File: config.mk
export PLATFORM = sky130hd
export DESIGN_NAME = sort_arb
export DESIGN_NICKNAME = d
export VERILOG_FILES = /design/src/rtl/sort_arb.sv
export SDC_FILE = /design/constraint.sdc
export NUM_CORES = 1
export LEC_CHECK = 0
export ABC_CLOCK_PERIOD_IN_PS = 3370
export BUFFER_PORTS_ARGS = -buffer_cell sky130_fd_sc_hd__buf_2
export CAP_MARGIN = 20
export CORE_UTILIZATION = 55
export CTS_CLUSTER_SIZE = 14
export DETAILED_ROUTE_END_ITERATION = 10
export GPL_TIMING_DRIVEN = 0
export PLACE_DENSITY = 0.71
export SLEW_MARGIN = 10
export SYNTH_ARGS = -nofsm -noshare
export SYNTH_HDL_FRONTEND = slang
export SYNTH_SLANG_ARGS = --single-unit
File: constraint.sdc
create_clock -name clk -period 3.37 [get_ports clk]
set_input_delay 0.8425 -clock clk [delete_from_list [all_inputs] [get_ports clk]]
set_output_delay 0.8425 -clock clk [all_outputs]
set_load 0.05 [all_outputs]
File: src/rtl/sort_arb.sv
// sort_arb: two-requester front end for a streaming sorter core.
// A requester is granted round-robin and its ELEMENT_NUM elements are staged
// locally. They are then burst into the sorter, and the sorted stream is passed
// straight through to the result port.
// Optional feature macro: SORT_ARB_PREFETCH_EN. When it is defined, the next
// job is collected while the current job is sorting and draining.
module sort_arb #(
  parameter int DATA_WIDTH       = 8,
  parameter int ELEMENT_NUM      = 16,
  parameter int LOG2_ELEMENT_NUM = 4
) (
  input  logic                  clk,
  input  logic                  rst,
  input  logic                  req0_valid,
  input  logic [DATA_WIDTH-1:0] req0_data,
  output logic                  req0_ready,
  input  logic                  req1_valid,
  input  logic [DATA_WIDTH-1:0] req1_data,
  output logic                  req1_ready,
  output logic                  srt_rst,
  output logic                  srt_um_valid,
  output logic [DATA_WIDTH-1:0] srt_um_data,
  input  logic                  srt_sm_valid,
  input  logic [DATA_WIDTH-1:0] srt_sm_data,
  input  logic                  srt_done,
  output logic                  res_valid,
  output logic [DATA_WIDTH-1:0] res_data,
  output logic                  res_id,
  output logic                  res_last,
  output logic                  busy
);

  localparam int CW = LOG2_ELEMENT_NUM + 1;
  localparam logic [CW-1:0] LAST = CW'(ELEMENT_NUM - 1);
  localparam logic [CW-1:0] FULL = CW'(ELEMENT_NUM);

  typedef enum logic [2:0] {
    S_IDLE,
    S_COLLECT,
    S_BURST,
    S_SORT,
    S_DRAIN
`ifdef SORT_ARB_PREFETCH_EN
    , S_RELOAD
`endif
  } state_t;

  state_t                r_state;
  state_t                w_next;
  logic                  r_grant;       // owner of the job in flight
  logic                  r_last_served; // round-robin memory: 1 means req0 wins a tie
  logic [CW-1:0]         r_ld_cnt;
  logic [CW-1:0]         r_dr_cnt;
  logic [DATA_WIDTH-1:0] r_buf [ELEMENT_NUM];

  logic                  w_any;
  logic                  w_pick;
  logic                  w_ld_en;
  logic                  w_ld_sel;
  logic                  w_acc;
  logic [DATA_WIDTH-1:0] w_acc_data;
  logic                  w_res_valid;
  logic                  w_res_last;

  // Arbitration: a lone requester wins; on a tie the one not served last wins.
  assign w_any  = req0_valid | req1_valid;
  assign w_pick = (req0_valid & req1_valid) ? ~r_last_served : req1_valid;

`ifdef SORT_ARB_PREFETCH_EN
  logic r_pf_act;
  logic r_pf_grant;
  logic w_pf_phase;
  logic w_pf_grant;
  logic w_pf_full;

  assign w_pf_phase = (r_state == S_SORT) || (r_state == S_DRAIN);
  assign w_pf_grant = w_pf_phase & ~r_pf_act & w_any & ~w_res_last;
  assign w_ld_en    = (r_state == S_COLLECT) ||
                      (w_pf_phase && r_pf_act && (r_ld_cnt != FULL));
  assign w_ld_sel   = w_pf_phase ? r_pf_grant : r_grant;
  assign w_pf_full  = (r_ld_cnt == FULL) || (w_acc && (r_ld_cnt == LAST));

  // Prefetch grant: claimed once during SORT/DRAIN, released when DRAIN ends.
  always_ff @(posedge clk or posedge rst) begin
    if (rst) begin
      r_pf_act   <= 1'b0;
      r_pf_grant <= 1'b0;
    end else if (w_pf_grant) begin
      r_pf_act   <= 1'b1;
      r_pf_grant <= w_pick;
    end else if (r_state == S_DRAIN && w_next != S_DRAIN) begin
      r_pf_act   <= 1'b0;
    end
  end
`else
  assign w_ld_en  = (r_state == S_COLLECT);
  assign w_ld_sel = r_grant;
`endif

  assign req0_ready = w_ld_en & ~w_ld_sel;
  assign req1_ready = w_ld_en &  w_ld_sel;
  assign w_acc      = (req0_valid & req0_ready) | (req1_valid & req1_ready);
  assign w_acc_data = w_ld_sel ? req1_data : req0_data;

  assign w_res_valid = (r_state == S_DRAIN) & srt_sm_valid & ~srt_done;
  assign w_res_last  = w_res_valid & (r_dr_cnt == LAST);

  // State register.
  // NOTE: sequential state uses non-blocking (<=) so every flop samples pre-edge values.
  always_ff @(posedge clk or posedge rst) begin
    if (rst) r_state <= S_IDLE;
    else     r_state <= w_next;
  end

  // Next-state decision.
  // NOTE: w_next gets a default before the case so no path can infer a latch.
  always_comb begin
    w_next = r_state;
    unique case (r_state)
      S_IDLE:    if (w_any) w_next = S_COLLECT;
      S_COLLECT: if (w_acc && r_ld_cnt == LAST) w_next = S_BURST;
      S_BURST:   if (r_ld_cnt == LAST) w_next = S_SORT;
      S_SORT:    if (srt_sm_valid) w_next = S_DRAIN;
      S_DRAIN: begin
        if (w_res_last) begin
`ifdef SORT_ARB_PREFETCH_EN
          if (!r_pf_act)      w_next = S_IDLE;
          else if (w_pf_full) w_next = S_RELOAD;
          else                w_next = S_COLLECT;
`else
          w_next = S_IDLE;
`endif
        end
      end
`ifdef SORT_ARB_PREFETCH_EN
      S_RELOAD:  w_next = S_BURST;
`endif
      default:   w_next = S_IDLE;
    endcase
  end

  // Job ownership and round-robin memory, updated whenever a grant is taken.
  always_ff @(posedge clk or posedge rst) begin
    if (rst) begin
      r_grant       <= 1'b0;
      r_last_served <= 1'b1;
    end else if (r_state == S_IDLE && w_any) begin
      r_grant       <= w_pick;
      r_last_served <= w_pick;
    end
`ifdef SORT_ARB_PREFETCH_EN
    else begin
      if (w_pf_grant) r_last_served <= w_pick;
      if (r_state == S_DRAIN && w_next != S_DRAIN && r_pf_act) r_grant <= r_pf_grant;
    end
`endif
  end

  // Load counter: indexes the staging buffer for both collect and burst.
  // Collection begun during SORT/DRAIN carries over into the following state.
  always_ff @(posedge clk or posedge rst) begin
    if (rst) begin
      r_ld_cnt <= '0;
    end else if (r_state == S_BURST && w_next == S_BURST) begin
      r_ld_cnt <= r_ld_cnt + 1'b1;
    end else if (w_next != r_state &&
                 !((r_state == S_SORT || r_state == S_DRAIN) && w_next != S_IDLE)) begin
      r_ld_cnt <= '0;
    end else if (w_acc) begin
      r_ld_cnt <= r_ld_cnt + 1'b1;
    end
  end

  // Drain counter: counts result beats within DRAIN.
  always_ff @(posedge clk or posedge rst) begin
    if (rst)                    r_dr_cnt <= '0;
    else if (w_next != r_state) r_dr_cnt <= '0;
    else if (w_res_valid)       r_dr_cnt <= r_dr_cnt + 1'b1;
  end

  // Staging buffer write.
  // NOTE: the buffer has no reset; its contents only matter after being written.
  always_ff @(posedge clk) begin
    if (w_acc) r_buf[r_ld_cnt[LOG2_ELEMENT_NUM-1:0]] <= w_acc_data;
  end

  // Sorter-side and result-side outputs, all decoded from the current state.
  always_comb begin
    srt_rst      = (r_state == S_IDLE) || (r_state == S_COLLECT);
`ifdef SORT_ARB_PREFETCH_EN
    if (r_state == S_RELOAD) srt_rst = 1'b1;
`endif
    srt_um_valid = (r_state == S_BURST);
    srt_um_data  = srt_um_valid ? r_buf[r_ld_cnt[LOG2_ELEMENT_NUM-1:0]] : '0;
    res_valid    = w_res_valid;
    res_data     = (r_state == S_DRAIN) ? srt_sm_data : '0;
    res_id       = (r_state == S_DRAIN) & r_grant;
    res_last     = w_res_last;
    busy         = (r_state != S_IDLE);
  end

endmodule

**Word level (Yosys, flattened, before mapping)**

Memory sizes are Yosys's and may differ from the RTL's.
Cells that the tools add are included.

- Register bits after elaboration: 15
- RAM bits: 128
- Bits of input ports: 30
- Word-level logic and storage cells: 60
- Memories: 1

Memories:

| memory | words | width | rd ports | clocked after Yosys merged registers in | wr ports | line | RTL |
|---|---|---|---|---|---|---|---|
| r_buf | 16 | 8 | 1 | 0 | 1 | 54 | `logic [DATA_WIDTH-1:0] r_buf [ELEMENT_NUM];` |

- Add/subtract/negate cells: 2
- Eq/ne operators: 8
- Multiplexer cells: 17
- Bitwise gates (word level): 14
- Reduce and logical (&&, ||, !) cells: 13

Operators with widths:

| kind | number |
|---|---|
| $mux 5 | 5 |
| $mux 8 | 3 |
| $mux 3 | 5 |
| $pmux 3 s5 | 1 |
| $add 5x1->5 const B | 2 |
| $eq 5x4->1 const B | 2 |
| $and 1x1->1 | 9 |
| $eq 3x2->1 const B | 3 |
| $reduce_bool 3->1 | 3 |
| $logic_and 1x1->1 | 5 |
| $eq 3x1->1 const B | 1 |
| $eq 3x3->1 const B | 1 |
| $logic_not 3->1 | 1 |
| $mux 1 | 3 |
| $ne 3x3->1 | 1 |
| $not 1->1 | 3 |
| $logic_or 1x1->1 | 2 |
| $or 1x1->1 | 2 |
| $reduce_bool 2->1 | 1 |
| $logic_not 1->1 | 1 |

**Longest topological paths before layout**

- Depth in word-level cells: 13
- Depth in mapped cells: 8
- Depth with buffers taken out: 8

**Worst setup path after synthesis**

Ideal clock, no wire load.

- Path type: reg2out
- From: register r_state[0]
- To: output srt_um_data[6]
- Data arrival time: 2868 ps
- Slack: -341 ps
- Stages on the path, launching flop included: 4
- Cells stage by stage: dfrtp_1 > clkbuf_1 > or3b_4 > o311ai_0

- Word-level cells in the longest chain between the ends: 2

Ends and longest elaborated chain:

| item | line | RTL |
|---|---|---|
| from (decl) | 48 | `state_t r_state;` |
| from (signal assigned) | 112 | `else r_state <= w_next;` |
| $eq 3x2->1 | 193 | `srt_um_valid = (r_state == S_BURST);` |
| $mux 8 | 194 | `srt_um_data = srt_um_valid ? r_buf[r_ld_cnt[LOG2_ELEMENT_NUM-1:0]] : '0;` |
| to (decl) | 22 | `output logic [DATA_WIDTH-1:0] srt_um_data,` |

No other way between the ends.

**Final worst setup path**

- From: register r_state[1]
- To: output srt_um_data[1]

The elaborated chain is that of the path after synthesis.

==> results by group <==
Outcome
  • Run status: complete, no violations

Final layout
  • Sequential Area: 4220 µm²
  • Antenna fix cells: 0
  • FILL cells: around 730
  • Nets: approximately 470
  • Area Overhead vs Synth: 18.5%
  • Fraction of layout cells with a size suffix above 1: 0.340
  • Area of the multi-input gates: between 1500 and 2000 µm²

Synthesis
  • Ys async rst share: 0.105
  • Count leader, synth: edfxtp_1
  • Synth area leader: edfxtp_1
  • Sequential area share after synthesis: 0.689
  • Mapped cell area: approximately 6100 µm²
  • Warnings, synthesis: 0
  • Post-synth EDFFs: around 130
  • Synth Net Count: just under 400
  • Post-Syn Area per Cell: 17.1 µm²
  • Most area-consuming cells after synthesis: edfxtp_1 (63%), mux4_2 (12%), dfrtp_1 (5.7%)
  • Post-synth top area share: 0.628
  • Yosys reg bits: about 140
  • Synth Instances: between 300 and 400
  • Post-synth top cells: edfxtp_1 (128), mux4_2 (32), and2_1 (24), nand2_1 (19), inv_1 (17)
  • Synth Flop Type: edfxtp_1
  • Synth unique cells: 49

Timing
  • Final setup viols: 0
  • Final hold viol count: 0
  • Slew @ Worst Pin: roughly 600 ps
  • Fmax achieved: about 310 MHz
  • Max Slew Vio Count: 0
  • Relative slew slack: 0.598
  • Min cycle time layout: ~3200 ps
  • Final worst path period share: 0.962
  • Final worst slack: 129 ps
  • Worst-case clock skew: 8.12 ps

Clock network
  • Clock root buffer: clkbuf_8
  • CTS Buffer Depth: 2
  • Clk_lat worst skew: between 500 and 600 ps
  • Clk pin slew, worst setup/hold paths: around 60 ps
  • Hold-fix buffers, CTS: 0
  • CTS tree: yes
  • CTS sink cnt: 143
  • Num CTS Buffers: 17
  • H-tree levels: 4

Setup path
  • CP Launch Type: register
  • Worst-path fanout max: 10
  • RR Startpoint: r_state[2]
  • FF-to-FF End: r_buf[11][5]
  • Crit path DAT: 2400 ps
  • WS Path Type: reg2out
  • Reg2Reg Setup Slack: 860 ps
  • Worst Reg-to-Reg Cells: 5
  • Endpoint class of the critical path: primary output
  • Worst Path Required: between 2000 and 3000 ps

Worst hold path
  • Tightest Hold Check Type: in2async

GRT
  • First-pass GRT wire length: around 19000 µm
  • Largest net degree at the start of global routing: 17
  • Global-route total usage across every layer: 0.230
  • Global route total overflow: 0
  • Vias in the first global route: 3419
  • Initial antenna violation count: 0

Power
  • Leakage: ~2.6 nW
  • Total Power: roughly 0.0056 W
  • VDD IR max: about 0.49 mV
  • Power Density: just under 800 nW/µm²

Floorplan
  • # IOs: 54
  • Standard-cell rows: 38
  • Initial Util: 0.565
  • Die span in y: around 110 µm
  • Core Region: 10800 µm²
  • Die area: 11600 µm²
  • Die W: 108 µm

Placed design
  • Detailed placer's ending HPWL: ~8000 µm
  • Placer congestion estimate: roughly 0.85
  • I/O Buffers: 53
  • Worst slack, placed: between 200 and 300 ps

Drt
  • Drt drc: 0
  • Initial drt markers: 311
  • Final ANT Viol Nets: 0
  • Drt wl/cell: 20.4 µm
  • DRT Pass-1 Iters: 4
  • Via density per instance: around 5.7
  • Final WL: between 10000 and 15000 µm
  • DR vias: 3361

Flow run
  • # Max-Cap Violations: 0
## metrics by stage
step                      hold slack [ps]  cells  TNS [ps]  instance area (µm²)  utilization
after detailed placement              517    553         0                 6590        0.608
after global routing                  415    587     -1.44                 7260        0.669
after floorplan                       497    358         0                 6120            -
after CTS                             399    587     -69.3                 7210        0.665
final                                 389    587         0                 7260        0.669
after global placement                511    551         0                 6570        0.606
## critical path, stage by stage, from the launching register on
cell and delay, ps:
dfrtp_1 390, buf_4 180, or3b_4 470, nor3_4 220, buf_12 140, a22oi_1 100, o211ai_1 130, buf_4 240
## cell type report
cell class	instances	area share
Clock inverter	12	0.0198
Clock buffer	20	0.0586
Buffer	14	0.0138
Timing Repair Buffer	59	0.0471
Tap cell	140	0.0241
Multi-Input combinational cell	182	0.246
Inverter	17	0.00879
Sequential cell	143	0.582
## power breakdown
group	switching (W)	internal, W
Combinational	0.000853	0.000627
Clock	0.000661	0.00112
Sequential	0.0000824	0.00228
Total	0.00160	0.00403
## layout by cell type (no fill, tap or decap), types with 4 or more instances in the layout
| cell | Yosys | final |
|---|---|---|
| a21oi_1 | 8 | 8 |
| a22oi_1 | 7 | 6 |
| and2_1 | 24 | 24 |
| and3_1 | 4 | 4 |
| buf_2 | 5 | 48 |
| buf_4 | 2 | 11 |
| clkbuf_1 | 7 | 5 |
| clkbuf_16 | 0 | 16 |
| clkbuf_2 | 1 | 4 |
| dfrtp_1 | 14 | 14 |
| edfxtp_1 | 128 | 128 |
| ha_1 | 7 | 7 |
| inv_1 | 17 | 17 |
| mux2_2 | 9 | 9 |
| mux4_2 | 32 | 32 |
| nand2_1 | 19 | 18 |
| nand3_1 | 6 | 6 |
| nor2_1 | 14 | 13 |
| nor2b_1 | 4 | 4 |
| nor3_1 | 4 | 4 |
| o211ai_1 | 7 | 7 |
| o21ai_0 | 4 | 4 |
## logic make-up (layout without fill, tap and decap cells)
kind of cell	Yosys count	in the layout	share of synthesized area
flops	143	143	0.689
xor+xnor	4	4	0.00572
buf+inv	33	122	0.0227
fa+ha+maj	7	7	0.0143
compound gates	38	38	0.0470
simple gates	90	90	0.0838
mux	43	43	0.137
## sequential cells by signal, indices dropped and copies added (netlist names)
name	count
r_buf	128
r_dr_cnt	5
r_ld_cnt	5
r_state	3
r_grant	1
r_last_served	1
## how the worst max path moves through the flow
stage | from | endpoint | cells past startpoint
global route | r_state[1] | srt_um_data[1] | 7
floorplan | r_state[0] | srt_um_data[0] | 5
detailed placement | r_ld_cnt[1] | srt_um_data[3] | 6
CTS | r_ld_cnt[0] | srt_um_data[3] | 6
finish | r_state[1] | srt_um_data[1] | 7
global placement | req0_valid | r_buf[3][4] | 4
## routing by layer
layer / track usage / wire (µm) / share of wire / up-vias
li1: - / - / - / 1551
met1: 0.310 / 5280 / 0.44 / 1695
met2: 0.370 / 6030 / 0.50 / 102
met5: 0 / 0 / 0 / -
met3: 0.0527 / 566 / 0.047 / 13
met4: 0.0802 / 128 / 0.011 / 0
## timing repair
item	CTS	global route
endpoints found under the setup margin	8	8
cloned	0	0
setup buffers	2	2
resized for setup	11	18
pin swaps	2	1
No activity file was read; power rests on OpenSTA's default activity.
